## config.mk

```make
export PLATFORM = sky130hd
export DESIGN_NAME = mem_ctrl
export DESIGN_NICKNAME = d
export VERILOG_FILES = /design/src/rtl/mem_pkg.sv /design/src/rtl/mem_ctrl_sat_counter.sv /design/src/rtl/mem_ctrl.sv
export SDC_FILE = /design/constraint.sdc
export NUM_CORES = 1
export LEC_CHECK = 0
export ABC_AREA = 1
export CAP_MARGIN = 10
export CORE_MARGIN = 1.5
export CORE_UTILIZATION = 51
export CTS_CLUSTER_SIZE = 10
export DETAILED_ROUTE_END_ITERATION = 10
export GPL_TIMING_DRIVEN = 0
export PLACE_DENSITY = 0.87
export REMOVE_ABC_BUFFERS = 1
export SYNTH_ARGS = -nofsm -noshare
export SYNTH_HDL_FRONTEND = slang
export SYNTH_HIERARCHICAL = 1
export SYNTH_SLANG_ARGS = --single-unit
```

## constraint.sdc

```tcl
create_clock -name clk -period 2.2 [get_ports clk]
set_input_delay 0.22 -clock clk [delete_from_list [all_inputs] [get_ports clk]]
set_output_delay 0.22 -clock clk [all_outputs]
set_load 0.005 [all_outputs]
```

## src/rtl/mem_pkg.sv

```systemverilog
// rtl/mem_pkg.sv - shared state encoding for the load/store sequencer
package mem_pkg;

   localparam int unsigned NUM_STATES  = 7;
   localparam int unsigned STATE_WIDTH = 3;

   typedef enum logic [STATE_WIDTH-1:0] {
      S_IDLE     = 3'd0,
      S_LOOKUP   = 3'd1,
      S_MEM_RD   = 3'd2,
      S_FILL     = 3'd3,
      S_MEM_WR   = 3'd4,
      S_CACHE_WR = 3'd5,
      S_DONE     = 3'd6
   } state_t;

endpackage

```

## src/rtl/mem_ctrl_sat_counter.sv

```systemverilog
// rtl/mem_ctrl_sat_counter.sv - saturating event counter
module sat_counter #(
   parameter int WIDTH = 16
) (
   input  logic             clk,
   input  logic             rst,
   input  logic             clear_i,
   input  logic             inc_i,
   output logic [WIDTH-1:0] count_o
);

   logic [WIDTH-1:0] count_q;
   logic [WIDTH-1:0] count_d;

   // Next count: clear has priority, increment stops at all-ones.
   always_comb begin
      count_d = count_q;
      if (clear_i) begin
         count_d = '0;
      end else if (inc_i && (count_q != {WIDTH{1'b1}})) begin
         count_d = count_q + {{(WIDTH-1){1'b0}}, 1'b1};
      end
   end

   // Count register with synchronous active-low reset.
   always_ff @(posedge clk) begin
      if (!rst) begin
         count_q <= '0;
      end else begin
         count_q <= count_d;
      end
   end

   assign count_o = count_q;

endmodule

```

## src/rtl/mem_ctrl.sv

```systemverilog
// rtl/mem_ctrl.sv - CPU load/store sequencer over a write-through cache and byte memory
module mem_ctrl
   import mem_pkg::*;
#(
   parameter int ADDR_WIDTH = 8,
   parameter int DATA_WIDTH = 8,
   parameter int TIMEOUT    = 15,
   parameter int CNT_WIDTH  = 16
) (
   input  logic                  clk,
   input  logic                  rst,
   input  logic                  cpu_req,
   input  logic                  cpu_we,
   input  logic [ADDR_WIDTH-1:0] cpu_addr,
   input  logic [DATA_WIDTH-1:0] cpu_wdata,
   output logic [DATA_WIDTH-1:0] cpu_rdata,
   output logic                  cpu_ready,
   output logic                  cpu_err,
   output logic                  busy,
   output logic                  c_req,
   output logic                  c_we,
   output logic [ADDR_WIDTH-1:0] c_addr,
   output logic [DATA_WIDTH-1:0] c_wdata,
   input  logic [DATA_WIDTH-1:0] c_rdata,
   input  logic                  c_hit,
   output logic                  mem_valid,
   output logic                  mem_we,
   output logic [ADDR_WIDTH-1:0] mem_addr,
   output logic [DATA_WIDTH-1:0] mem_wdata,
   input  logic [DATA_WIDTH-1:0] mem_rdata,
   input  logic                  mem_ready,
   output logic [CNT_WIDTH-1:0]  hit_cnt,
   output logic [CNT_WIDTH-1:0]  miss_cnt
);

   // The wait counter only needs to reach TIMEOUT-1: the cycle that would
   // make it TIMEOUT is the abort cycle itself.
   localparam int WAIT_W = (TIMEOUT > 1) ? $clog2(TIMEOUT) : 1;
   localparam logic [WAIT_W-1:0] WAIT_LAST = WAIT_W'(TIMEOUT - 1);

   state_t                state_q, state_d;
   logic [ADDR_WIDTH-1:0] addr_q, addr_d;
   logic [DATA_WIDTH-1:0] wdata_q, wdata_d;
   logic [DATA_WIDTH-1:0] rdata_q, rdata_d;
   logic                  err_q, err_d;
   logic [WAIT_W-1:0]     wait_q, wait_d;
   logic                  hit_inc;
   logic                  miss_inc;
   logic                  wait_last;

   assign wait_last = (wait_q == WAIT_LAST);

   // State and latched request/response registers.
   always_ff @(posedge clk) begin
      if (!rst) begin
         state_q <= S_IDLE;
         addr_q  <= '0;
         wdata_q <= '0;
         rdata_q <= '0;
         err_q   <= 1'b0;
         wait_q  <= '0;
      end else begin
         state_q <= state_d;
         addr_q  <= addr_d;
         wdata_q <= wdata_d;
         rdata_q <= rdata_d;
         err_q   <= err_d;
         wait_q  <= wait_d;
      end
   end

   // Next-state logic: request capture, lookup outcome, memory wait with abort.
   always_comb begin
      state_d  = state_q;
      addr_d   = addr_q;
      wdata_d  = wdata_q;
      rdata_d  = rdata_q;
      err_d    = err_q;
      wait_d   = wait_q;
      hit_inc  = 1'b0;
      miss_inc = 1'b0;
      case (state_q)
         S_IDLE: begin
            if (cpu_req) begin
               addr_d  = cpu_addr;
               wdata_d = cpu_wdata;
               rdata_d = '0;
               err_d   = 1'b0;
               wait_d  = '0;
               state_d = cpu_we ? S_MEM_WR : S_LOOKUP;
            end
         end
         S_LOOKUP: begin
            if (c_hit) begin
               rdata_d = c_rdata;
               hit_inc = 1'b1;
               state_d = S_DONE;
            end else begin
               miss_inc = 1'b1;
               wait_d   = '0;
               state_d  = S_MEM_RD;
            end
         end
         S_MEM_RD: begin
            if (mem_ready) begin
               rdata_d = mem_rdata;
               state_d = S_FILL;
            end else if (wait_last) begin
               err_d   = 1'b1;
               state_d = S_DONE;
            end else begin
               wait_d = wait_q + {{(WAIT_W-1){1'b0}}, 1'b1};
            end
         end
         S_FILL: begin
            state_d = S_DONE;
         end
         S_MEM_WR: begin
            if (mem_ready) begin
               state_d = S_CACHE_WR;
            end else if (wait_last) begin
               err_d   = 1'b1;
               state_d = S_DONE;
            end else begin
               wait_d = wait_q + {{(WAIT_W-1){1'b0}}, 1'b1};
            end
         end
         S_CACHE_WR: begin
            state_d = S_DONE;
         end
         S_DONE: begin
            state_d = S_IDLE;
         end
         default: begin
            state_d = S_IDLE;
         end
      endcase
   end

   // Moore outputs decoded from the current state only; idle buses read as zero.
   always_comb begin
      cpu_rdata = '0;
      cpu_ready = 1'b0;
      cpu_err   = 1'b0;
      busy      = (state_q != S_IDLE);
      c_req     = 1'b0;
      c_we      = 1'b0;
      c_addr    = '0;
      c_wdata   = '0;
      mem_valid = 1'b0;
      mem_we    = 1'b0;
      mem_addr  = '0;
      mem_wdata = '0;
      case (state_q)
         S_LOOKUP: begin
            c_req  = 1'b1;
            c_addr = addr_q;
         end
         S_MEM_RD: begin
            mem_valid = 1'b1;
            mem_addr  = addr_q;
         end
         S_FILL: begin
            c_we    = 1'b1;
            c_addr  = addr_q;
            c_wdata = rdata_q;
         end
         S_MEM_WR: begin
            mem_valid = 1'b1;
            mem_we    = 1'b1;
            mem_addr  = addr_q;
            mem_wdata = wdata_q;
         end
         S_CACHE_WR: begin
            c_we    = 1'b1;
            c_addr  = addr_q;
            c_wdata = wdata_q;
         end
         S_DONE: begin
            cpu_ready = 1'b1;
            cpu_err   = err_q;
            cpu_rdata = rdata_q;
         end
         default: begin
         end
      endcase
   end

   sat_counter #(.WIDTH(CNT_WIDTH)) u_hit_cnt (
      .clk     (clk),
      .rst     (rst),
      .clear_i (1'b0),
      .inc_i   (hit_inc),
      .count_o (hit_cnt)
   );

   sat_counter #(.WIDTH(CNT_WIDTH)) u_miss_cnt (
      .clk     (clk),
      .rst     (rst),
      .clear_i (1'b0),
      .inc_i   (miss_inc),
      .count_o (miss_cnt)
   );

endmodule

```

==> metrics.txt <==
status finished, final reports clean; worst setup path end cpu_rdata[2]; DP Area 0.004847 mm²; Horiz. Die Dim 88.10 µm; Area growth syn-to-layout 38.25%; worst-path cell chain nand2_1, nor2_1, bufinv_8, nor2_1, clkdlybuf4s50_1; Setup Buffers After CTS 0; core area 0.006907 mm²; Final Hold Vio Count 0; part of the Yosys area used for sequential elements 34.69%; Final Cell Area 0.005106 mm²; Vias 4182; worst r2r dst u_miss_cnt/count_o[8]; min-delay src err_q; Flop pwr share 33.7%; Comb power frac 42.2%; RSZ-0062 raised after global routing false; multi-input gate area in the final layout 0.002058 mm²; maximum vdd drop 841.9 µV; switching share of power 39.04%; vias in the first global route 3691; Final Util 73.93%; Clock Pin Slew Worst Setup and Hold Paths 70 ps; LEAKAGE 1.812 nW; kind of start point of the critical path flip-flop; Setup Skew 10.65 ps; commonest non-fill, non-tap cells in the layout 143 x nor2_1, 122 x nand2_1, 115 x clkdlybuf4s50_1, 61 x dfxtp_1, 58 x inv_1; Hold/Removal Path Class reg -> reg; data required time of the critical path 1980 ps; Reg2Reg Depth 12; slew of the pin with the lowest slew margin 1013 ps; Post-route DRC 0; clock latency on the worst-skew pair 340 ps; GRT Residual Overflow 0; slew margin rel. 32.44%; Site Rows 30; Final Net Count 739; die area 0.007762 mm²; placed insts 780; period utilization 95.84%; Final Max Slew Viols 0; gpl congestion 0.9826; initial antenna violation count 0; # setup viols final 0; post-DR vias/cell 5.241; CTS Buffer Depth 2; commonest non-fill, non-tap cell in the layout nor2_1; CTS Buf Count 9; Layout fillers 585; Net Switching 1.784 mW; CP startpoint state_q[1]; Post-Syn Area 0.003694 mm²; Initial Util 53.48%; max_cap viols 0; clk root buf clkbuf_8; First DRT Iteration DRCs 235; fmax 474.3 MHz; PwrDens 895.0 mW/mm²; IO buf count 116; first-pass GRT wire length 16500 µm; R2R setup slack 330 ps; I/O pins 117; Clock Power Share 24.1%; Internal 2.786 mW; die height 88.10 µm; Total Wirelength 10350 µm; H-tree lvl count 3; clk sinks 64; Mapped Cells 585; CTS tree yes; WHS 489.6 ps; Critical Path Sink Type primary output; WL per Instance 12.96 µm; syn_area_per_cell 6.314 µm²; synthesized flop and latch total 64; crit-path max FO 9; Critical Path AT 1890 ps; Overall Power 4.570 mW; share of layout cells above drive strength 1 7.123%; worst r2r src state_q[1]; critical path's most frequent cell nor2_1; kind of critical path reg -> out; register area 0.001292 mm²; Crit path largest cell delay 520 ps; largest net degree at the start of global routing 34; Worst path slowest cell clkdlybuf4s50_1; Post-DP HPWL 7424 µm; Synth cell types 32; hold buffer count at cts 0; antenna cells 0; YS warnings 6; gr usage total 26.88%; fin crit period 2108 ps; Finished Layout Cells 798; Detail Route Antenna Nets 0; TritonRoute pass-1 iters 5
[routing by layer]
layer | vias to the layer above | part of all wire (%) | global-route usage, %
li1 | 2091 | - | -
met5 | - | 0 | 0
met4 | 0 | 2.2 | 10.51
met2 | 169 | 50 | 45.39
met3 | 23 | 6.4 | 6.126
met1 | 1899 | 42 | 33.22
[Yosys cell counts, drive strengths merged]
library cell,instances,area [µm²]
a21oi,45,225.2
clkbuf,1,3.750
nand2,128,505.5
nand4,10,62.56
o22ai,8,50.05
ha,4,50.05
o21ai,29,156.4
conb,1,3.750
nor2,158,644.4
a31oi,1,6.260
xnor2,1,8.760
nor3,2,10.01
clkinv,2,7.510
nand3b,6,45.04
inv,62,240.2
dfxtp,64,1281
nand3,46,265.3
buf,17,127.6
[layout make-up]
class                           count  area share [%]
Tap cell                           96           2.352
Timing Repair Buffer              116           22.71
Multi-Input combinational cell    442           40.31
Inverter                           64           5.121
Clock buffer                       13           2.916
Clock inverter                      3           1.274
Sequential cell                    64           25.31
[timing repair]
item,CTS,global route
pin swaps,0,3
gates resized for setup,7,5
endpoints found under the setup margin,41,43
gates cloned,0,2
[per-stage QoR]
stage	TNS (ps)	worst slack, ps
finish	0	91.61
global route	0	6.924
CTS	0	6.830
detailed placement	-10410	-461.7
global placement	-9885	-407.6
floorplan	0	486.5
[how the worst min path moves through the flow]
stage | to | slack (ps) | cells past startpoint
detailed placement | err_q | 450 | 2
global route | state_q[2] | 500 | 3
global placement | err_q | 450 | 2
CTS | err_q | 490 | 2
floorplan | rdata_q[2] | 340 | 2
finish | err_q | 490 | 2
[flip-flops by register name, summed over array words and instances, names as in the netlist]
register and cells:
rdata_q 8, u_hit_cnt/count_o 16, wdata_q 8, err_q 1, u_miss_cnt/count_o 16, state_q 3, addr_q 8, wait_q 4
[cell families after synthesis]
logic type               count (synthesis)  synth area share, %
AND/OR/NAND/NOR                        350                41.50
AO/OA/AOI/OAI                           83                11.86
buffers and inverters                   82                10.26
flip-flops                              64                34.69
adder cells (fa/ha/maj)                  4                1.355
XOR/XNOR                                 1               0.2372
other                                    1               0.1015
[worst max-delay path: cells and delay by family (launching register included)]
| kind | cells | cell delay, ps |
|---|---|---|
| AND/OR/NAND/NOR | 3 | 360 |
| flip-flops | 1 | 450 |
| buffers and inverters | 2 | 740 |
[power groups by stage]
stage	Combinational, mW	Clock, mW	Sequential, mW
finish	1.93	1.10	1.54
global route	2.16	1.18	1.56
CTS	1.91	1.13	1.53
detailed placement	1.89	0	1.54
global placement	1.83	0	1.54
floorplan	1.23	0	1.52
Power figures use the tool's default switching activity.
